==> src/rtl/rv_pipe_pkg.sv <==
// rtl/rv_pipe_pkg.sv - shared RV32IM pipeline constants and per-stage payload types
package rv_pipe_pkg;

   localparam int XLEN = 32;
   localparam logic [XLEN-1:0] NOP_INST = 32'h00000013;
   localparam logic [63:0] IF_ID_NOP = {32'h0, NOP_INST};

   typedef struct packed {
      logic [XLEN-1:0] pc;
      logic [XLEN-1:0] inst;
   } if_id_t;

   typedef struct packed {
      logic [XLEN-1:0] pc;
      logic [XLEN-1:0] rs1_val;
      logic [XLEN-1:0] rs2_val;
      logic [XLEN-1:0] imm;
      logic [4:0]      rd;
      logic [3:0]      alu_op;
      logic            mem_we;
      logic            reg_we;
   } id_ex_t;

   typedef struct packed {
      logic [XLEN-1:0] alu_result;
      logic [XLEN-1:0] store_data;
      logic [4:0]      rd;
      logic            mem_we;
      logic            reg_we;
   } ex_mem_t;

   typedef struct packed {
      logic [XLEN-1:0] result;
      logic [4:0]      rd;
      logic            reg_we;
   } mem_wb_t;

endpackage

==> src/rtl/pipe_stage_reg_if.sv <==
// rtl/pipe_stage_reg_if.sv - upstream/downstream valid-ready handshake bundle of a stage register
interface pipe_stage_reg_if
   import rv_pipe_pkg::*;
#(
   parameter int WIDTH = $bits(if_id_t)
) ();

   logic             in_valid;
   logic             in_ready;
   logic [WIDTH-1:0] in_data;
   logic             out_valid;
   logic             out_ready;
   logic [WIDTH-1:0] out_data;

   modport slave (
      input  in_valid, in_data, out_ready,
      output in_ready, out_valid, out_data
   );

   modport master (
      output in_valid, in_data, out_ready,
      input  in_ready, out_valid, out_data
   );

endinterface

==> src/rtl/pipe_stage_reg.sv <==
// rtl/pipe_stage_reg.sv - elastic pipeline boundary register with stall, flush and optional skid entry
module pipe_stage_reg
   import rv_pipe_pkg::*;
#(
   parameter int               WIDTH              = $bits(if_id_t),
   parameter logic [WIDTH-1:0] RESET_VAL          = '0,
   parameter logic [WIDTH-1:0] FLUSH_VAL          = WIDTH'(IF_ID_NOP),
   parameter bit               FLUSH_BUBBLE_VALID = 1'b1,
   parameter bit               FLUSH_OVER_STALL   = 1'b0,
   parameter bit               SKID               = 1'b1
) (
   input  logic             clk,
   input  logic             rst,
   input  logic             stall_i,
   input  logic             flush_i,
   pipe_stage_reg_if.slave  io,
   output logic [1:0]       occupancy
);

   logic             stall_eff;
   logic             flush_eff;
   logic             accept;
   logic             pop;
   logic             m_valid_q, m_valid_d;
   logic [WIDTH-1:0] m_data_q, m_data_d;
   logic             s_valid_q, s_valid_d;
   logic [WIDTH-1:0] s_data_q;
   logic [1:0]       occ_q;

   assign flush_eff = FLUSH_OVER_STALL ? flush_i : (flush_i & ~stall_i);
   assign stall_eff = FLUSH_OVER_STALL ? (stall_i & ~flush_i) : stall_i;

   assign io.out_data  = m_data_q;
   assign io.out_valid = m_valid_q & ~stall_eff;
   assign occupancy    = occ_q;

   assign accept = io.in_valid & io.in_ready;
   assign pop    = io.out_valid & io.out_ready;

   // in_ready already excludes stall and flush, so accept implies a normal cycle.
   always_comb begin
      m_data_d  = m_data_q;
      m_valid_d = m_valid_q;
      if (flush_eff) begin
         m_data_d  = FLUSH_VAL;
         m_valid_d = FLUSH_BUBBLE_VALID;
      end else if (pop) begin
         if (accept) begin
            m_data_d  = io.in_data;
            m_valid_d = 1'b1;
         end else begin
            m_data_d  = s_data_q;
            m_valid_d = s_valid_q;
         end
      end else if (accept && !m_valid_q) begin
         m_data_d  = io.in_data;
         m_valid_d = 1'b1;
      end
   end

   always_ff @(posedge clk) begin
      if (!rst) begin
         m_data_q  <= RESET_VAL;
         m_valid_q <= 1'b0;
         occ_q     <= 2'd0;
      end else begin
         m_data_q  <= m_data_d;
         m_valid_q <= m_valid_d;
         occ_q     <= {1'b0, m_valid_d} + {1'b0, s_valid_d};
      end
   end

   generate
      if (SKID) begin : g_skid
         logic [WIDTH-1:0] s_data_d;

         // Ready depends only on registered skid state, not on out_ready.
         assign io.in_ready = ~s_valid_q & ~stall_eff & ~flush_eff;

         always_comb begin
            s_data_d  = s_data_q;
            s_valid_d = s_valid_q;
            if (flush_eff) begin
               s_valid_d = 1'b0;
            end else if (pop && !accept) begin
               s_valid_d = 1'b0;
            end else if (accept && !pop && m_valid_q) begin
               s_data_d  = io.in_data;
               s_valid_d = 1'b1;
            end
         end

         always_ff @(posedge clk) begin
            if (!rst) begin
               s_data_q  <= RESET_VAL;
               s_valid_q <= 1'b0;
            end else begin
               s_data_q  <= s_data_d;
               s_valid_q <= s_valid_d;
            end
         end
      end else begin : g_no_skid
         assign io.in_ready = (~m_valid_q | io.out_ready) & ~stall_eff & ~flush_eff;
         assign s_valid_q   = 1'b0;
         assign s_valid_d   = 1'b0;
         assign s_data_q    = RESET_VAL;
      end
   endgenerate

endmodule

==> src/flat_wrapper.sv <==
// flat-port wrapper written by rule: the top's interface ports become plain ports
module pipe_stage_reg_flat import rv_pipe_pkg::*;
#(
   parameter int               WIDTH              = $bits(if_id_t),
   parameter logic [WIDTH-1:0] RESET_VAL          = '0,
   parameter logic [WIDTH-1:0] FLUSH_VAL          = WIDTH'(IF_ID_NOP),
   parameter bit               FLUSH_BUBBLE_VALID = 1'b1,
   parameter bit               FLUSH_OVER_STALL   = 1'b0,
   parameter bit               SKID               = 1'b1
)
  (clk, rst, stall_i, flush_i, occupancy, io_in_valid, io_in_data, io_out_ready, io_in_ready, io_out_valid, io_out_data);
  pipe_stage_reg_if #(.WIDTH(WIDTH)) io_i ();
  input  logic clk;
  input  logic rst;
  input  logic stall_i;
  input  logic flush_i;
  output logic [1:0] occupancy;
  input wire logic [$bits(io_i.in_valid)-1:0] io_in_valid;
  input wire logic [$bits(io_i.in_data)-1:0] io_in_data;
  input wire logic [$bits(io_i.out_ready)-1:0] io_out_ready;
  output wire logic [$bits(io_i.in_ready)-1:0] io_in_ready;
  output wire logic [$bits(io_i.out_valid)-1:0] io_out_valid;
  output wire logic [$bits(io_i.out_data)-1:0] io_out_data;
  assign io_i.in_valid = io_in_valid;
  assign io_i.in_data = io_in_data;
  assign io_i.out_ready = io_out_ready;
  assign io_in_ready = io_i.in_ready;
  assign io_out_valid = io_i.out_valid;
  assign io_out_data = io_i.out_data;
  pipe_stage_reg #(.WIDTH(WIDTH), .RESET_VAL(RESET_VAL), .FLUSH_VAL(FLUSH_VAL), .FLUSH_BUBBLE_VALID(FLUSH_BUBBLE_VALID), .FLUSH_OVER_STALL(FLUSH_OVER_STALL), .SKID(SKID)) u_core (.clk(clk), .rst(rst), .stall_i(stall_i), .flush_i(flush_i), .io(io_i), .occupancy(occupancy));
endmodule
==> config.mk <==
export PLATFORM = sky130hd
export DESIGN_NAME = pipe_stage_reg_flat
export DESIGN_NICKNAME = d
export VERILOG_FILES = /design/src/rtl/rv_pipe_pkg.sv /design/src/rtl/pipe_stage_reg_if.sv /design/src/rtl/pipe_stage_reg.sv /design/src/flat_wrapper.sv
export SDC_FILE = /design/constraint.sdc
export NUM_CORES = 1
export LEC_CHECK = 0
export ABC_AREA = 1
export CORE_AREA = 3 3 139 141
export CTS_CLUSTER_SIZE = 14
export DETAILED_ROUTE_END_ITERATION = 12
export DIE_AREA = 0 0 142 144
export PLACE_DENSITY_LB_ADDON = 0.08
export SLEW_MARGIN = 20
export SYNTH_ARGS = -nofsm -noshare
export SYNTH_HDL_FRONTEND = slang
export SYNTH_SLANG_ARGS = --single-unit
==> constraint.sdc <==
create_clock -name clk -period 2 [get_ports clk]
set_input_delay 0.4 -clock clk [delete_from_list [all_inputs] [get_ports clk]]
set_output_delay 0.4 -clock clk [all_outputs]
set_load 0.02 [all_outputs]
# == Word-level counts from Yosys, hierarchy flattened ==
# Cells that the tools add are included.
# totals
out_inout_bits,68
ff_bits,132
word_cells,40
# classes
n_bitwise,11
reduce_logical,11
n_addsub,1
n_mux,11
# op_table
cell,count
$mux W64,3
$mux W1,7
$and A1 B1 Y1,6
$mux W5,1
$not A1 Y1,5
$logic_and A1 B1 Y1,4
$logic_not A1 Y1,3
$reduce_and A3 Y1,1
$reduce_bool A3 Y1,1
$add A1 B1 Y2,1
$reduce_bool A2 Y1,1
$reduce_or A2 Y1,1

# == Depth between registers and ports, before layout ==
# Gate-level depths: netlist of the first run.
# logic_depth
word_depth,11
ltp_mapped,11
mapped_depth_nobuf,9

# == Worst setup path after synthesis of the first run ==
# No wires, ideal clock.
# synth_path
path_kind,input to register
startpoint,in stall_i
endpoint,reg u_core.occ_q[0] (netlist: u_core.occupancy[0])
path_slack_ns,0.179
arrival_time_ns,1.712
setup_time_ns,0.109
cell_stages,10
path_cell_list,inv_1 > nand2_1 > nor2_1 > nand4_2 > buf_4 > buf_4 > nand2_1 > ha_1 > nand2_1 > inv_1
# synth_via
elab_chain_len,11
elab_cells_between_ends,22
classes_between,add/sub: 1; mux: 7; bitwise: 8; reduce/logical: 6
# synth_lines
element,line_no,rtl
start: declaration,flat_wrapper.sv:15,input logic stall_i;
$not A1 Y1 (*),"pipe_stage_reg.sv:30, pipe_stage_reg.sv:78",
$and A1 B1 Y1,pipe_stage_reg.sv:30,assign flush_eff = FLUSH_OVER_STALL ? flush_i : (flush_i & ~stall_i);
$not A1 Y1 (no source line),--,
$and A1 B1 Y1 (*),pipe_stage_reg.sv:78,assign io.in_ready = ~s_valid_q & ~stall_eff & ~flush_eff;
net io_in_ready,flat_wrapper.sv:21,output wire logic [$bits(io_i.in_ready)-1:0] io_in_ready;
$and A1 B1 Y1 (*),pipe_stage_reg.sv:37,assign accept = io.in_valid & io.in_ready;
$logic_and A1 B1 Y1 (2 in a row),pipe_stage_reg.sv:87,end else if (accept && !pop && m_valid_q) begin
$mux W1,pipe_stage_reg.sv:87,
$mux W1 (*),pipe_stage_reg.sv:85,end else if (pop && !accept) begin
$mux W1 (*),pipe_stage_reg.sv:83,if (flush_eff) begin
net u_core.s_valid_d,pipe_stage_reg.sv:26,"logic s_valid_q, s_valid_d;"
$add A1 B1 Y2 (*),pipe_stage_reg.sv:69,"occ_q <= {1'b0, m_valid_d} + {1'b0, s_valid_d};"
end signal: assignment,pipe_stage_reg.sv:69,
end: declaration,pipe_stage_reg.sv:28,logic [1:0] occ_q;
# The timed path passes the listed nets; every way through them passes the cells marked *.
# A chain may end at the register's enable or synchronous reset.

# == Worst setup path after layout of the first run ==
# layout_path
startpoint,in stall_i
endpoint,out io_out_valid
# layout_via
elab_chain_len,2
# layout_lines
element,line_no,rtl
$not A1 Y1,pipe_stage_reg.sv:34,assign io.out_valid = m_valid_q & ~stall_eff;
$and A1 B1 Y1,pipe_stage_reg.sv:34,
end: declaration,flat_wrapper.sv:22,output wire logic [$bits(io_i.out_valid)-1:0] io_out_valid;
# No other way between the ends.

==> results of run 1 <==
[metal layers]
| layer | routed length [um] | track usage | share of wire | up-vias |
|---|---|---|---|---|
| li1 | - | - | - | 2656 |
| met4 | 155 | 0.0465 | 0.010 | 0 |
| met2 | 7030 | 0.250 | 0.46 | 127 |
| met3 | 815 | 0.0403 | 0.054 | 10 |
| met1 | 7220 | 0.197 | 0.47 | 2303 |
| met5 | 0 | 0 | 0 | - |
[report_power, final]
group	switching, mW	internal [mW]
registers	0.0521	2.74
clock network	1.13	1.71
logic	0.437	0.406
[worst max path at each step]
stage / start / end / slack, ns / depth (start not counted)
2_1_floorplan: stall_i / u_core.occupancy[0]$_SDFF_PN0_ / 0.18 / 10
3_3_place_gp: stall_i / io_in_ready / -0.27 / 5
3_5_place_dp: stall_i / io_in_ready / -0.24 / 5
4_1_cts: stall_i / io_in_ready / 0.04 / 5
5_1_grt: stall_i / io_out_valid / 0.02 / 5
6_report: stall_i / io_out_valid / 0.10 / 5
[stage by stage]
stage / cells / cell area (um2) / power (mW) / utilization
after floorplan: 741 / 5430 / 3.25 / -
after global placement: 1083 / 7170 / 3.69 / 0.396
after detailed placement: 1083 / 7170 / 3.70 / 0.396
after CTS: 1115 / 7710 / 6.58 / 0.426
after global routing: 1115 / 7710 / 6.78 / 0.426
final: 1115 / 7710 / 6.47 / 0.426
[sequential cells by signal (all words and copies together), names as in the netlist]
signal,count
u_core.occupancy,2
u_core.s_data_q,64
u_core.s_valid_q,1
u_core.io.out_data,64
u_core.m_valid_q,1
[logic make-up (layout without fill, tap and decap cells)]
| logic type | Yosys count | count (layout) | share of synthesized area |
|---|---|---|---|
| AOI/OAI and AO/OA | 253 | 253 | 0.234 |
| adders and majority gates | 1 | 1 | 0.00230 |
| buffers and inverters | 133 | 278 | 0.112 |
| DFF | 132 | 132 | 0.487 |
| and+or+nand+nor | 222 | 222 | 0.165 |
[critical path: stages]
cell and delay [ns]:
clkdlybuf4s50_1 0.50, inv_1 0.07, nand2_1 0.13, inv_1 0.05, dlygate4sd2_1 0.34
[what timing repair did]
| item | CTS | global route |
|---|---|---|
| resized for setup | 2 | 2 |
| buffers inserted | 0 | 0 |
| hold buffers | 0 | 0 |
| endpoints found under the setup margin | 2 | 1 |
| endpoints found under the hold margin | 0 | 0 |
[area by class of cell]
class,instances,area [um2]
clock inverters,8,51.3
well taps,229,287
fillers,1787,10400
repair buffers,165,1730
flip-flops and latches,132,2640
multi-input cells,476,2200
clock buffers,24,492
inverters,81,304
[cells in the final DEF, fill, tap and decap left out, drive strengths merged]
cell | Yosys | routed
o21ai | 185 | 185
a31oi | 1 | 1
clkbuf | 26 | 25
clkdlybuf4s50 | 0 | 134
clkinv | 0 | 5
nor3 | 1 | 1
dfxtp | 132 | 132
clkinvlp | 0 | 3
nand2 | 78 | 78
ha | 1 | 1
inv | 81 | 81
nor2 | 129 | 129
nand4 | 2 | 2
dlygate4sd2 | 0 | 1
buf | 26 | 29
a21oi | 67 | 67
nand3 | 12 | 12
==> impl_metrics.toml, run 1 <==
[logic_synthesis]
synthesis.nets = 812
syn-instance-count = 741
yosysWarnings = 0
seq_area_frac_synth = 0.487
synth.area.top_cells = "dfxtp_1 49%, o21ai_0 15%, nor2_1 8.8%"
synth_seq_cells = 132
synth_edf_count = 0
yosys-top-cells-count = "163 x o21ai_0, 132 x dfxtp_1, 127 x nor2_1, 80 x inv_1, 76 x nand2_1"
yosysMostFrequentCell = "o21ai_0"
ys_types = 24
postSynthAreaPerCell_um2 = 7.32
synth_top_area_frac = 0.487
syn_area_um2 = 5430
synth_flop_cell = "dfxtp_1"
synthArstFlopShare = 0
synth_top_area_cell = "dfxtp_1"

[cts]
clock_sinks = 132
tritoncts = "yes"
root_buffer = "clkbuf_16"
cts.htree.levels = 4
path_clk_slew_ns = 0.05
clockBufferDepth = 2
insertion_delay_ns = 0.41
cts_buffers = 17

[timing]
worst_slew_pin_slew_ns = 0.628
fmax_mhz = 527
slew_viol_final = 0
setup_viol_count_final = 0
relSlewSlack = 0.582
rsz0062_at_grt = "no"
fin_hold_ws_ns = 0.420
post-route-min-period_ns = 1.90
fin_crit_sh = 0.949
skew_ns = 0.00941
finalHoldViolations = 0
tns_ns = 0
worst_slack_ns = 0.101

[setup_path]
worstSetupStartpointType = "input pin"
end_kind = "output pin"
r2r-end = "u_core.io.out_data[8]$_SDFFE_PP0P_"
worstPathArrival_ns = 1.50
ff2ff_path_depth = 7
crit_required_ns = 1.60
r2r-start = "u_core.m_valid_q$_SDFF_PN0_"
critPathKind = "input pin to output pin"
reg2reg_setup_slack_ns = 0.52
cp_max_fo = 2

[floorplanning]
die_x_um = 142
core.rowCount = 49
coreArea_um2 = 18100
fp.dieH_um = 144
start_util = 0.300
die_area_um2 = 20400
pin_count = 138

[worst_hold_path]
holdPathStages = 3
hold_class = "input pin to register"
hold_end = "u_core.io.out_data[4]$_SDFFE_PN0P_"
hold_start = "rst"

[pwr]
p_leak_nw = 3.47
ir_worst_vdd_mv = 0.525
power.density_nw_per_um2 = 840

[place]
portBuffers = 137
dpl_worst_slack_ns = -0.236
gp_congestion = 0.734
hpwl_um = 9750

[finish]
diodes = 0
fin_nets = 944
syn_to_final_growth_pct = 42.0
drive_above_1_share = 0.0767

[global_route]
grt_max_degree = 65
grt_pass1_wl_um = 25000
grt_usage = 0.152
overflow = 0
antenna_found_initial = 0
grt_pass1_vias = 4932

[drt]
drc = 0
final_antenna_net_count = 0
dr.pass1.iters = 4
viasPerCell = 4.57
post_drt_wl_per_cell_um = 13.6
postRouteWirelength_um = 15200
drt_iter0_markers = 218
vias = 5096

[outcome]
outcome = "finished clean"

[job]
drv_cap = 0
Power figures use the tool's default switching activity.
==> run 2: changes to the inputs <==
==> constraint.sdc (replaced) <==
create_clock -name clk -period 1.6 [get_ports clk]
set_input_delay 0.32 -clock clk [delete_from_list [all_inputs] [get_ports clk]]
set_output_delay 0.32 -clock clk [all_outputs]
set_load 0.02 [all_outputs]
==> impl_metrics.toml, run 2 (same netlist as run 1, synthesis figures left out) <==
[setup_path]
crit_required_ns = 1.90
cp_slowest_cell = "clkdlybuf4s50_1"
cp_max_fo = 3
critPathKind = "input pin to register"
worstSetupStartpointType = "input pin"
path_cells = "clkdlybuf4s50_1 -> inv_1 -> nand3_4 -> buf_4 -> buf_4 -> nand3_1 -> ha_1 -> nand2_1 -> inv_1"
slowest_delay_ns = 0.54
end_kind = "register"
worstPathArrival_ns = 1.86

[timing]
rsz0062_at_grt = "yes"
relSlewSlack = 0.688
skew_ns = 0.00929
tns_ns = 0
finalHoldViolations = 0
setup_viol_count_final = 0
fmax_mhz = 641
post-route-min-period_ns = 1.56
fin_crit_sh = 0.975
worst_slew_pin_slew_ns = 0.468
slew_viol_final = 0

[cts]
clock_sinks = 132
tritoncts = "yes"
root_buffer = "clkbuf_16"
cts_buffers = 17
insertion_delay_ns = 0.41
clockBufferDepth = 2
cts.htree.levels = 4
path_clk_slew_ns = 0.06

[floorplanning]
start_util = 0.300
core.rowCount = 49
die_area_um2 = 20400
coreArea_um2 = 18100
die_x_um = 142
pin_count = 138
fp.dieH_um = 144

[place]
placed_area_um2 = 7140
gp_congestion = 0.815
hpwl_um = 10100
dp.cells = 1085
portBuffers = 137

[global_route]
grt_pass1_wl_um = 25600
grt_use_met1 = 0.203
grt_busiest_layer = "met2"
grtUsageMet2 = 0.251
overflow = 0
grt_pass1_vias = 4997
met3_usage = 0.0473
grt_max_degree = 54
grt_usage = 0.157
antenna_found_initial = 0

[drt]
drt_iter0_markers = 258
vias = 5400
drc = 0
post_drt_wl_per_cell_um = 15.8
final_antenna_net_count = 0
dr.pass1.iters = 4
postRouteWirelength_um = 18000
viasPerCell = 4.73

[pwr]
p_leak_nw = 3.95
fin_total_pwr_mw = 8.57
ir_worst_vdd_mv = 0.724
power.density_nw_per_um2 = 1040

[finish]
layout_commonest_cell = "dfxtp_1"
mostFrequentLayoutCells = "130 x dfxtp_1, 127 x o21ai_0, 125 x nor2_1, 80 x inv_1, 75 x nand2_1"
final_area_um2 = 8220
syn_to_final_growth_pct = 51.4
fin_nets = 972
diodes = 0
drive_above_1_share = 0.139
post-route-util = 0.454
n_fill_cell = 1818
finalNonFillerCells = 1142

[outcome]
outcome = "finished clean"

[job]
drv_cap = 0

[worst_hold_path]
hold_class = "input pin to register"
==> run 2: metrics by stage <==
stage | hold WS, ns | worst slack, ns
6_report | 0.386 | 0.0402
5_1_grt | 0.380 | -0.0563
4_1_cts | 0.369 | -0.0563
3_5_place_dp | 0.465 | -0.421
3_3_place_gp | 0.451 | -0.380
2_1_floorplan | 0.439 | 0.00285
==> run 2: worst max-delay path: cells and delay by family <==
| family | cells | cell delay [ns] |
|---|---|---|
| buffers and inverters | 5 | 0.95 |
| adder cells (fa/ha/maj) | 1 | 0.32 |
| AND/OR/NAND/NOR | 3 | 0.29 |
==> run 2: final cells by class <==
cell class | count | area (um2) | share of cell area
clock inverters | 9 | 129 | 0.0157
clock buffers | 22 | 464 | 0.0565
flip-flops and latches | 132 | 2650 | 0.322
multi-input cells | 476 | 2320 | 0.282
well taps | 229 | 287 | 0.0349
repair buffers | 193 | 2070 | 0.252
inverters | 81 | 304 | 0.0370
==> run 2: final timing paths <==
check / from / to / slack, ns / cells past startpoint
max reg2reg: u_core.s_valid_q$_SDFF_PN0_ / u_core.s_data_q[58]$_SDFFE_PN0P_ / 0.04 / 8
min: rst / u_core.s_valid_q$_SDFF_PN0_ / 0.39 / 4
min reg2reg: u_core.s_data_q[0]$_SDFFE_PN0P_ / u_core.s_data_q[0]$_SDFFE_PN0P_ / 0.47 / 2
max: flush_i / u_core.occupancy[0]$_SDFF_PN0_ / 0.04 / 9
==> run 2: per-layer routing <==
layer | part of all wire | vias to the layer above | routed length [um]
met5 | 0 | - | 0
met1 | 0.46 | 2512 | 8390
met4 | 0.025 | 0 | 451
met2 | 0.46 | 143 | 8250
met3 | 0.053 | 30 | 961
li1 | - | 2715 | -
==> run 2: where the power goes <==
part	total, mW	internal [mW]	leakage, nW	switching [mW]
clock network	3.95	2.52	0.286	1.43
logic	1.14	0.530	2.59	0.605
registers	3.49	3.42	1.07	0.0694
==> run 2: timing repair <==
item                       in CTS  in global routing
setup endpoints to repair      68                129
cloned                          1                 13
pin swaps                       0                 46
hold buffers                    0                  0
resized for setup              69                 79
buffers inserted                0                 13
==> run 3: changes to the inputs <==
--- a/config.mk
+++ b/config.mk
@@ -6,10 +6,10 @@
 export NUM_CORES = 1
 export LEC_CHECK = 0
 export ABC_AREA = 1
-export CORE_AREA = 3 3 139 141
+export CORE_AREA = 3 3 114 116
 export CTS_CLUSTER_SIZE = 14
 export DETAILED_ROUTE_END_ITERATION = 12
-export DIE_AREA = 0 0 142 144
+export DIE_AREA = 0 0 117 119
 export PLACE_DENSITY_LB_ADDON = 0.08
 export SLEW_MARGIN = 20
 export SYNTH_ARGS = -nofsm -noshare
==> constraint.sdc (replaced) <==
create_clock -name clk -period 1.66 [get_ports clk]
set_input_delay 0.332 -clock clk [delete_from_list [all_inputs] [get_ports clk]]
set_output_delay 0.332 -clock clk [all_outputs]
set_load 0.02 [all_outputs]
==> impl_metrics.toml, run 3 (same netlist as run 1, synthesis figures left out) <==
[outcome]
outcome = "finished clean"

[timing]
relSlewSlack = 0.693
fmax_mhz = 634
worst_slack_ns = 0.0830
rsz0062_at_grt = "yes"
setup_viol_count_final = 0
skew_ns = 0.00447
post-route-min-period_ns = 1.58
slew_viol_final = 0
finalHoldViolations = 0
fin_hold_ws_ns = 0.396
worst_slew_pin_slew_ns = 0.461
fin_crit_sh = 0.950

[floorplanning]
die_area_um2 = 13900
pin_count = 138
core.rowCount = 40
die_x_um = 117
coreArea_um2 = 12000
start_util = 0.452
fp.dieH_um = 119

[cts]
clockBufferDepth = 2
cts_buffers = 17
insertion_delay_ns = 0.41
clock_sinks = 132
root_buffer = "clkbuf_16"
cts.htree.levels = 4
cts_hold_buffers = 0
path_clk_slew_ns = 0.06
tritoncts = "yes"

[global_route]
grt_pass1_wl_um = 22900
grt_usage = 0.205
grt_pass1_vias = 4835
grt_max_degree = 49
overflow = 0
antenna_found_initial = 0

[pwr]
ir_worst_vdd_mv = 0.617
p_leak_nw = 3.82
power.density_nw_per_um2 = 1090

[drt]
drt_iter0_markers = 321
post_drt_wl_per_cell_um = 13.5
postRouteWirelength_um = 14000
final_antenna_net_count = 0
drc = 0
viasPerCell = 4.88
vias = 5077
dr.pass1.iters = 5

[finish]
layout_commonest_cell = "o21ai_0"
syn_to_final_growth_pct = 41.4
n_fill_cell = 1059
fin_nets = 951
drive_above_1_share = 0.0896
mostFrequentLayoutCells = "160 x o21ai_0, 132 x dfxtp_1, 125 x nor2_1, 80 x inv_1, 76 x nand2_1"
diodes = 0
post-route-util = 0.639

[setup_path]
cp.buffers_inverters = 3
path_delay_family = "buffers and inverters"
crit_required_ns = 1.95
cp_max_fo = 42
critPathKind = "input pin to register"
slowest_delay_ns = 0.42
worstSetupStartpointType = "input pin"
cp_slowest_cell = "clkdlybuf4s50_1"
path_cells = "clkdlybuf4s50_1 -> inv_1 -> nand2_1 -> nor2_4 -> nand2_4 -> buf_12 -> o21ai_0 -> a21oi_1"
end_kind = "register"
worstPathArrival_ns = 1.87

[place]
dpl_worst_slack_ns = -0.304
hpwl_um = 9390
portBuffers = 137
gp_congestion = 0.817

[job]
drv_cap = 0

[worst_hold_path]
hold_class = "input pin to register"
-- run 3: changes by cell type in the layout (fill, tap and decap cells not counted), moves of 2 or more --
cell,delta
o21ai_2,-27
clkbuf_1,-3
bufinv_16,+2
o21ai_0,+33
o21ai_1,-6
buf_6,-10
clkinvlp_4,+2
clkbuf_16,-10
dfxtp_1,+2
-- run 3: worst paths after layout --
kind / cells past startpoint / start / to / slack (ns)
setup / recovery: 8 / stall_i / u_core.io.out_data[28]$_SDFFE_PP0P_ / 0.08
hold / removal: 4 / rst / u_core.s_data_q[25]$_SDFFE_PN0P_ / 0.40
setup reg to reg: 6 / u_core.m_valid_q$_SDFF_PN0_ / u_core.io.out_data[28]$_SDFFE_PP0P_ / 0.18
hold reg to reg: 2 / u_core.s_data_q[0]$_SDFFE_PN0P_ / u_core.s_data_q[0]$_SDFFE_PN0P_ / 0.46
-- run 3: final cells by class --
cell class | instances | area [um2] | area share
clock buffer | 18 | 439 | 0.0572
clock inverter | 14 | 209 | 0.0272
inverter | 81 | 307 | 0.0399
multi-input combinational | 476 | 2220 | 0.289
sequential | 132 | 2640 | 0.344
tap | 147 | 184 | 0.0240
timing repair buffer | 172 | 1680 | 0.219
-- run 3: repair_timing --
action,in CTS,in global routing
endpoints found under the hold margin,0,0
endpoints found under the setup margin,68,14
pin swaps,0,2
buffers inserted,0,2
resized for setup,70,9
-- run 3: worst reg2reg max path, stage by stage, from the launching register on --
cell and delay [ns]:
dfxtp_1 0.33, nand2_1 0.10, nor2_4 0.25, nand2_4 0.16, buf_12 0.20, o21ai_0 0.23, a21oi_1 0.09
-- run 3: routing by layer --
metal	up-vias	wire, um	global-route usage
met5	-	0	0
met4	0	239	0.0796
met3	21	657	0.0467
met2	124	6570	0.319
met1	2262	6560	0.273
li1	2670	-	-
-- run 3: per-stage QoR --
stage	total power, mW	TNS (ns)	cells	instance area [um2]
final	8.38	0	1040	7680
after global routing	8.72	-0.104	1040	7680
after CTS	8.45	0	1038	7650
after detailed placement	4.45	-33.18	1006	7080
after global placement	4.43	-29.97	1006	7080
after floorplan	3.92	0	741	5430
-- run 3: where the power goes --
| part | switching (mW) | leakage, nW | internal (mW) |
|---|---|---|---|
| Sequential | 0.0611 | 1.07 | 3.30 |
| Clock | 1.37 | 0.308 | 2.69 |
| Combinational | 0.523 | 2.44 | 0.436 |
| Total | 1.95 | 3.82 | 6.43 |
